`src/rtl/reqack_pkg.sv`:
```
// Shared definitions for the four-producer req/ack round-robin arbiter:
// FSM state encoding, channel count, synchroniser depth and the
// round-robin winner selection.
package reqack_pkg;

  localparam int NPROD       = 4;
  localparam int SYNC_STAGES = 2;

  typedef enum logic [1:0] {
    IDLE  = 2'd0,
    C_REQ = 2'd1,
    C_REL = 2'd2,
    P_REL = 2'd3
  } state_e;

  typedef struct packed {
    logic       vld;
    logic [1:0] idx;
  } pick_t;

  // Search order is last+1, last+2, last+3, last (mod 4). Walking the
  // offsets from farthest to nearest lets the nearest hit overwrite.
  function automatic pick_t rr_pick(input logic [3:0] req, input logic [1:0] last);
    pick_t      p;
    logic [1:0] cand;
    p = '0;
    for (int i = 4; i >= 1; i--) begin
      cand = last + 2'(i);
      if (req[cand]) begin
        p.vld = 1'b1;
        p.idx = cand;
      end
    end
    return p;
  endfunction

endpackage

```
`src/rtl/reqack_sync2.sv`:
```
// Multi-flop level synchroniser for one asynchronous handshake bit.
module reqack_sync2
  import reqack_pkg::*;
(
  input  logic clk,
  input  logic rst,
  input  logic d,
  output logic q
);

  logic [SYNC_STAGES-1:0] sync_p;

  // Shift the raw level through the synchroniser chain
  always_ff @(posedge clk or posedge rst) begin
    if (rst) sync_p <= '0;
    else     sync_p <= {sync_p[SYNC_STAGES-2:0], d};
  end

  assign q = sync_p[SYNC_STAGES-1];

endmodule

```
`src/rtl/reqack_arbiter_rr4.sv`:
```
// Four-producer, one-consumer round-robin arbiter for four-phase req/ack
// channels. All incoming handshake levels are resynchronised; one producer
// is granted per pass, its word captured and forwarded to the consumer.
module reqack_arbiter_rr4
  import reqack_pkg::*;
#(
  parameter int DWIDTH = 8
) (
  input  logic                    clk,
  input  logic                    rst,
  input  logic [3:0]              prod_req,
  output logic [3:0]              prod_ack,
  input  logic [4*DWIDTH-1:0]     prod_dat,
  input  logic [3:0]              grant_mask,
  output logic                    cons_req,
  input  logic                    cons_ack,
  output logic [DWIDTH-1:0]       cons_dat,
  output logic [1:0]              cons_src,
  output logic                    busy
);

  logic [3:0] sreq;
  logic       scack;
  state_e     state;
  logic [1:0] last;
  logic [1:0] cur;
  logic [3:0] elig;
  pick_t      pick;

  for (genvar g = 0; g < NPROD; g++) begin : g_req_sync
    reqack_sync2 u_sync (.clk(clk), .rst(rst), .d(prod_req[g]), .q(sreq[g]));
  end

  reqack_sync2 u_ack_sync (.clk(clk), .rst(rst), .d(cons_ack), .q(scack));

  // The mask only gates new grants; an in-flight transaction is never aborted
  assign elig = sreq & grant_mask & ~prod_ack;
  assign pick = rr_pick(elig, last);

  // Handshake FSM: grant in IDLE, then consumer four-phase, then producer release
  always_ff @(posedge clk or posedge rst) begin
    if (rst) begin
      state    <= IDLE;
      last     <= 2'd3;
      cur      <= 2'd0;
      prod_ack <= '0;
      cons_req <= 1'b0;
      cons_dat <= '0;
      cons_src <= 2'd0;
      busy     <= 1'b0;
    end else begin
      case (state)
        IDLE: begin
          if (pick.vld) begin
            cons_dat           <= prod_dat[pick.idx*DWIDTH +: DWIDTH];
            cons_src           <= pick.idx;
            prod_ack[pick.idx] <= 1'b1;
            cons_req           <= 1'b1;
            cur                <= pick.idx;
            state              <= C_REQ;
            busy               <= 1'b1;
          end
        end
        C_REQ: begin
          if (scack) begin
            cons_req <= 1'b0;
            state    <= C_REL;
          end
        end
        C_REL: begin
          if (!scack) state <= P_REL;
        end
        P_REL: begin
          if (!sreq[cur]) begin
            prod_ack[cur] <= 1'b0;
            last          <= cur;
            state         <= IDLE;
            busy          <= 1'b0;
          end
        end
        default: state <= IDLE;
      endcase
    end
  end

endmodule
```
`config.mk`:
```
export PLATFORM = sky130hd
export DESIGN_NAME = reqack_arbiter_rr4
export DESIGN_NICKNAME = d
export VERILOG_FILES = /design/src/rtl/reqack_pkg.sv /design/src/rtl/reqack_sync2.sv /design/src/rtl/reqack_arbiter_rr4.sv
export SDC_FILE = /design/constraint.sdc
export NUM_CORES = 1
export LEC_CHECK = 0
export ABC_CLOCK_PERIOD_IN_PS = 3500
export CORE_ASPECT_RATIO = 0.8
export CORE_MARGIN = 10
export CORE_UTILIZATION = 45
export DETAILED_ROUTE_END_ITERATION = 16
export DONT_BUFFER_PORTS = 1
export GPL_TIMING_DRIVEN = 0
export PLACE_DENSITY = 0.63
export SLEW_MARGIN = 20
export SYNTH_ARGS = -nofsm -noshare
export SYNTH_HDL_FRONTEND = slang
export SYNTH_SLANG_ARGS = --single-unit
```
`constraint.sdc`:
```
create_clock -name clk -period 3.5 [get_ports clk]
set_clock_uncertainty 0.2 [all_clocks]
set_input_delay 1.05 -clock clk [delete_from_list [all_inputs] [get_ports clk]]
set_output_delay 1.05 -clock clk [all_outputs]
set_load 0.005 [all_outputs]
```
==> metrics.md, run 1 <==
| Metric | Value |
|---|---|
| Nets | 210 |
| Switching Share | 40.2% |
| Top_reg_cell synth | dfrtp_1 |
| Slew @ Worst Pin | 699 ps |
| Postcts setup bufs | 0 |
| Mean routed wirelength per cell | 23.2 µm |
| Max Fclk | 0.376 GHz |
| Placer Congestion | 0.809 |
| Util after Layout | 52.1% |
| Reg power frac | 40.2% |
| Post-CTS Hold Buffers | 0 |
| Maximum clock insertion buffer count | 2 |
| Setup TNS | 0 ps |
| CP cell instances | nand3b_1 > a211oi_2 > buf_2 > nor4b_1 > o21ai_0 > a21oi_1 |
| Clock root cell | clkbuf_8 |
| Max FO, Critical Path | 10 |
| Reg clk slew, reported paths | 60 ps |
| Startpoint type of the worst setup path | input pin |
| Commonest cells in the netlist | dfrtp_1, a21oi_1, o21ai_0, nor2_1 |
| First-pass GRT wire length | 7360 µm |
| DRT Wirelength | 4780 µm |
| Input/output buffers | 0 |
| Combinational share of power | 41.0% |
| DRT iter0 DRCs | 117 |
| Dominant cells by area after synthesis | dfrtp_1, nor4b_1, o31a_1 |
| Internal cell power | 0.920 mW |
| CP Data Arrival Time | 2610 ps |
| Seq/Total Area, Yosys | 45.4% |
| Status | finished clean |
| DP Area | 1710 µm² |
| Largest net degree at the start of global routing | 31 |
| Post-route ant nets | 0 |
| Mapped cell area | 1660 µm² |
| Clock latency on the worst-skew pair | 280 ps |
| H-tree depth | 2 |
| Clock Sinks | 30 |
| Starting Density | 47.5% |
| Antenna violations before repair | 0 |
| Post-synth ARST share | 100% |
| Post-synth EDFFs | 0 |
| Most frequent cell after synthesis | dfrtp_1 |
| Synth top area share | 42.2% |
| RSZ-0062 raised after global routing | false |
| Die Y | 74.3 µm |
| Yosys Warn Count | 0 |
| Gate Count Post-Synth | 156 |
| PwrDens | 846 nW/µm² |
| Post-cts resize count | 0 |
| Hold Fails Final Rpt | 0 |
| Die area | 6530 µm² |
| Fin area | 1820 µm² |
| Final setup fails | 0 |
| Synth area leader | dfrtp_1 |
| P&R area growth vs syn | 9.65% |
| CP peak stage delay | 590 ps |
| Antenna diode count | 0 |
| Final period util | 76.0% |
| Total grt overflow | 0 |
| Syn_nets | 203 |
| Pleak | 0.735 nW |
| Layout cells sized above 1 | 15.2% |
| Synth cell types | 41 |
| Fin. max-slew vios | 0 |
| Fin crit period | 2660 ps |
| DRC | 0 |
| Clk network pwr share | 18.9% |
| Synthesis-stage register bit count | 30 |
| Rows | 19 |
| CP endpoint kind | flip-flop |
| Vias | 1397 |
| Slew HR | 53.0% |
| TritonRoute pass-1 iters | 4 |
| Die X | 87.9 µm |
| Num CTS Buffers | 5 |
| Top Ports | 59 |
| Worst vdd ir | 0.344 mV |
| TritonCTS clock tree | done |
| Core footprint | 3490 µm² |
| Max cap viols | 0 |
| Switching power | 0.618 mW |
| Slowest cell on crit path | a211oi_2 |
| GRT Total Usage | 14.6% |
| Worst Path Required | 3450 ps |
| Type of the worst setup path | input pin to flip-flop |
| Vias per cell | 6.78 |
| Worst Hold Class | flip-flop to flip-flop |
| Syn Area/Cell | 10.6 µm² |
| HPWL Detailed | 3660 µm |
| Vias in the first global route | 1428 |
-- state kept, by name (all words and copies together) (netlist names) --
name	cells
busy	1
cons_req	1
last	2
cons_dat	8
u_ack_sync.sync_p	2
state	2
prod_ack	4
cur	2
g_req_sync.u_sync.sync_p	8
-- cells in the final DEF (no fill, tap or decap), drive strengths merged, types with 2 or more instances in the layout --
cell type | netlist | final
nand4bb | 2 | 2
nor4b | 8 | 8
and3b | 4 | 4
a32o | 3 | 3
ha | 4 | 4
nand3b | 4 | 4
a31oi | 2 | 2
a221oi | 7 | 7
a21oi | 13 | 13
o31a | 8 | 8
nand2 | 5 | 5
a22o | 2 | 2
mux2 | 3 | 3
nand4b | 2 | 2
buf | 4 | 4
clkbuf | 3 | 9
dfrtp | 28 | 28
a211oi | 3 | 3
dfstp | 2 | 2
o21ai | 13 | 13
inv | 5 | 5
o32ai | 2 | 2
or4b | 2 | 2
nor2 | 11 | 11
nor3 | 2 | 2
-- cell type report --
type | instances | area, µm²
plain buffers | 7 | 31.3
clock buffers | 6 | 82.6
clock inverters | 2 | 12.5
fillers | 325 | 1680
inverters | 5 | 18.8
multi-input cells | 114 | 868
flip-flops and latches | 30 | 753
well taps | 42 | 52.6
-- kinds of logic after synthesis --
family,Yosys count,synth area share [%]
fa+ha+maj,4,3.02
compound gates,60,26.2
mux,5,4.00
buf+inv,12,3.02
simple gates,45,18.3
flops,30,45.4
-- stage by stage --
step	setup slack (ps)	std cells	power, mW	hold slack (ps)
after floorplan	932	156	1.08	131
after global placement	493	198	1.21	134
after detailed placement	445	198	1.25	135
after CTS	740	206	1.54	150
after global routing	706	206	1.66	160
final	840	206	1.54	150
-- metal layers --
metal | up-vias | wire, µm | track usage [%]
met5 | - | 0 | 0
met4 | 0 | 53 | 6.89
met3 | 7 | 452 | 6.22
met2 | 65 | 2260 | 21.9
met1 | 698 | 2010 | 17.9
li1 | 627 | - | -
-- final timing paths --
check	startpoint	end	slack (ps)	depth (start not counted)
max in group asynchronous	rst	g_req_sync[0].u_sync.sync_p[0]$_DFF_PP0_	2170	1
worst max-delay path	grant_mask[3]	cons_dat[7]$_DFFE_PP0P_	840	6
worst min register to register	u_ack_sync.sync_p[0]$_DFF_PP0_	u_ack_sync.sync_p[1]$_DFF_PP0_	150	0
min in group asynchronous	rst	state[1]$_DFFE_PP0P_	520	1
worst max register to register	last[1]$_DFFE_PP1P_	cons_dat[7]$_DFFE_PP0P_	950	7
worst min-delay path	u_ack_sync.sync_p[0]$_DFF_PP0_	u_ack_sync.sync_p[1]$_DFF_PP0_	150	0
-- critical path, delay by kind of cell --
| kind | cells | cell delay (ps) |
|---|---|---|
| buffers and inverters | 1 | 310 |
| and+or+nand+nor | 2 | 320 |
| AOI/OAI and AO/OA | 3 | 930 |
-- power by group through the flow --
stage | registers (mW) | logic (mW) | clock network (mW)
5_1_grt | 0.641 | 0.708 | 0.311
6_report | 0.618 | 0.630 | 0.290
3_5_place_dp | 0.629 | 0.617 | 0
3_3_place_gp | 0.618 | 0.592 | 0
2_1_floorplan | 0.576 | 0.500 | 0
4_1_cts | 0.621 | 0.620 | 0.296
(Power assumes the default switching activity.)
==> run 2, diff against run 1 <==
--- a/config.mk
+++ b/config.mk
@@ -5,14 +5,15 @@
 export SDC_FILE = /design/constraint.sdc
 export NUM_CORES = 1
 export LEC_CHECK = 0
-export ABC_CLOCK_PERIOD_IN_PS = 3500
+export ABC_AREA = 1
+export ABC_CLOCK_PERIOD_IN_PS = 2200
 export CORE_ASPECT_RATIO = 0.8
 export CORE_MARGIN = 10
 export CORE_UTILIZATION = 45
 export DETAILED_ROUTE_END_ITERATION = 16
 export DONT_BUFFER_PORTS = 1
 export GPL_TIMING_DRIVEN = 0
-export PLACE_DENSITY = 0.63
+export PLACE_DENSITY = 0.65
 export SLEW_MARGIN = 20
 export SYNTH_ARGS = -nofsm -noshare
 export SYNTH_HDL_FRONTEND = slang
==> constraint.sdc (replaced) <==
create_clock -name clk -period 2.2 [get_ports clk]
set_clock_uncertainty 0.2 [all_clocks]
set_input_delay 0.66 -clock clk [delete_from_list [all_inputs] [get_ports clk]]
set_output_delay 0.66 -clock clk [all_outputs]
set_load 0.005 [all_outputs]
==> metrics.md, run 2 <==
| Metric | Value |
|---|---|
| Layout cells sized above 1 | 23.5% |
| Slew HR | 60.5% |
| First-pass GRT wire length | 7520 µm |
| TritonCTS clock tree | done |
| P&R area growth vs syn | 20.4% |
| Internal cell power | 1.07 mW |
| Most frequent cell after synthesis | nand2_1 |
| Clock latency on the worst-skew pair | 270 ps |
| Area of the multi-input gates | 1000 µm² |
| Most frequent cells in the layout | nand2_1, nand3_1, inv_1, dfrtp_1, nand2_2 |
| Synthesis-stage register bit count | 30 |
| Die X | 91.4 µm |
| Starting Density | 47.4% |
| Top Ports | 59 |
| Dominant cells by area after synthesis | dfrtp_1, nand2_1, nand3_1 |
| Synth top area share | 38.1% |
| Largest regs | cons_dat x8, g_req_sync.u_sync.sync_p x8, prod_ack x4 |
| H-tree depth | 2 |
| DRT Wirelength | 4810 µm |
| Max cap viols | 0 |
| Commonest cells in the netlist | nand2_1, nand3_1, inv_1, dfrtp_1, o21ai_0 |
| Core footprint | 3880 µm² |
| DRT iter0 DRCs | 133 |
| Switching Share | 32.1% |
| CP Data Arrival Time | 2110 ps |
| Post-synth ARST share | 100% |
| Vias in the first global route | 1537 |
| Worst slack, placed | -65.8 ps |
| GRT Total Usage | 12.9% |
| Input/output buffers | 0 |
| Placer Congestion | 0.820 |
| Final setup fails | 0 |
| Reg clk slew, reported paths | 60 ps |
| DRC | 0 |
| Rows | 20 |
| Placed Cells | 304 |
| Vias per cell | 5.01 |
| Post-route ant nets | 0 |
| Most common cell after layout, fill and taps aside | nand2_1 |
| Die Y | 77.1 µm |
| HPWL Detailed | 3670 µm |
| Reg power frac | 49.4% |
| Mean routed wirelength per cell | 15.1 µm |
| Hold Fails Final Rpt | 0 |
| Final period util | 97.5% |
| Total grt overflow | 0 |
| Maximum clock insertion buffer count | 2 |
| Util after Layout | 57.0% |
| TritonRoute pass-1 iters | 4 |
| Fin. max-slew vios | 0 |
| Vias | 1599 |
| Synth area leader | dfrtp_1 |
| Num CTS Buffers | 5 |
| Clk network pwr share | 28.0% |
| Status | finished clean |
| Final WS setup | 54.6 ps |
| Worst vdd ir | 0.607 mV |
| Pleak | 1.11 nW |
| Switching power | 0.507 mW |
| Startpoint type of the worst setup path | flip-flop |
| Register area | 753 µm² |
| Largest net degree at the start of global routing | 31 |
| Yosys Warn Count | 0 |
| Syn Area/Cell | 7.38 µm² |
| Fill cell count | 369 |
| Antenna violations before repair | 0 |
| Gate Count Post-Synth | 249 |
| Max Fclk | 0.466 GHz |
| Antenna diode count | 0 |
| Nets | 310 |
| Slew @ Worst Pin | 591 ps |
| Post-CTS Hold Buffers | 0 |
| Cell Count, Final, Fillers Out | 319 |
| Syn_nets | 296 |
| Seq/Total Area, Yosys | 41.0% |
| Worst Hold Class | input pin to asynchronous set/reset pin |
| Type of the worst setup path | flip-flop to flip-flop |
| Clock Sinks | 30 |
| Clock root cell | clkbuf_8 |
| Synth cell types | 24 |
| Mapped cell area | 1840 µm² |
| Combinational share of power | 22.6% |
| RSZ-0062 raised after global routing | true |
| CP endpoint kind | flip-flop |
| Die area | 7050 µm² |
| Fin crit period | 2150 ps |
| PwrDens | 714 nW/µm² |
| Top_reg_cell synth | dfrtp_1 |
| Max FO, Critical Path | 8 |
| Post-synth EDFFs | 0 |
| Worst Path Required | 2160 ps |
-- run 2: cell types whose count changed after synthesis, sizes merged, moves of 8 or more --
cell,delta
nor2,-8
nand2,+85
nor4b,-8
inv,+31
a21oi,-10
nand3,+55
o31a,-8
-- run 2: worst paths after layout --
kind / startpoint / to / slack (ps) / depth (start not counted)
worst max-delay path: last[0]$_DFFE_PP1P_ / cons_dat[2]$_DFFE_PP0P_ / 50 / 15
worst min-delay path: rst / g_req_sync[0].u_sync.sync_p[0]$_DFF_PP0_ / 130 / 1
worst max register to register: last[0]$_DFFE_PP1P_ / cons_dat[2]$_DFFE_PP0P_ / 50 / 15
worst min register to register: u_ack_sync.sync_p[0]$_DFF_PP0_ / u_ack_sync.sync_p[1]$_DFF_PP0_ / 150 / 0
max in group asynchronous: rst / g_req_sync[1].u_sync.sync_p[1]$_DFF_PP0_ / 1280 / 1
min in group clk: u_ack_sync.sync_p[0]$_DFF_PP0_ / u_ack_sync.sync_p[1]$_DFF_PP0_ / 150 / 0
-- run 2: cell families after synthesis --
logic type | after synthesis | synth area share [%]
AND/OR/NAND/NOR | 157 | 40.6
buffers and inverters | 43 | 10.7
AO/OA/AOI/OAI | 14 | 4.09
adder cells (fa/ha/maj) | 4 | 2.72
XOR/XNOR | 1 | 0.886
flip-flops | 30 | 41.0
-- run 2: critical path, cell delays in order, from the launching register on --
cell     delay, ps
dfstp_2        540
buf_12         140
inv_6           50
nand2_2        100
nand3_2        130
nand2_2        110
inv_4           60
nand2_4         90
nand2_8         90
nand2_8        100
buf_8          120
nand2_2         40
nand3_1         50
nand2_1         60
nand2_1         70
nand2_1         60
-- run 2: through the flow --
step                      hold slack [ps]  instance area, µm²  power [mW]  TNS (ps)
after global routing                  156                2210        1.72      -270
after global placement                133                1910        1.15      -390
after detailed placement              137                1910        1.15      -426
after CTS                             150                2000        1.61         0
after floorplan                       131                1840        1.05         0
final                                 130                2210        1.58         0
-- run 2: metal layers --
layer  vias up  wire, µm  track usage [%]
li1        825         -                -
met1       726      2190             16.7
met2        44      2180             19.1
met3         4       407             5.45
met4         0        27             3.28
met5         -         0                0
-- run 2: final cells by class --
| type | count | share of cell area [%] |
|---|---|---|
| plain buffers | 6 | 3.06 |
| clock buffers | 8 | 4.07 |
| inverters | 37 | 6.79 |
| multi-input cells | 176 | 45.4 |
| flip-flops and latches | 30 | 34.1 |
| well taps | 55 | 3.11 |
| repair buffers | 6 | 3.17 |
| repair inverters | 1 | 0.340 |
-- run 2: repair_timing --
action                                  4_1_cts  5_1_grt
resized for setup                             1       37
endpoints found under the setup margin        5       13
cloned                                        0        3
pin swaps                                     0       16
buffers inserted                              0        4
-- run 2: power by group through the flow --
| stage | Clock (mW) | Combinational, mW | Sequential, mW |
|---|---|---|---|
| 2_1_floorplan | 0 | 0.293 | 0.760 |
| 3_3_place_gp | 0 | 0.350 | 0.796 |
| 3_5_place_dp | 0 | 0.353 | 0.799 |
| 4_1_cts | 0.458 | 0.358 | 0.789 |
| 5_1_grt | 0.480 | 0.433 | 0.805 |
| 6_report | 0.442 | 0.356 | 0.780 |
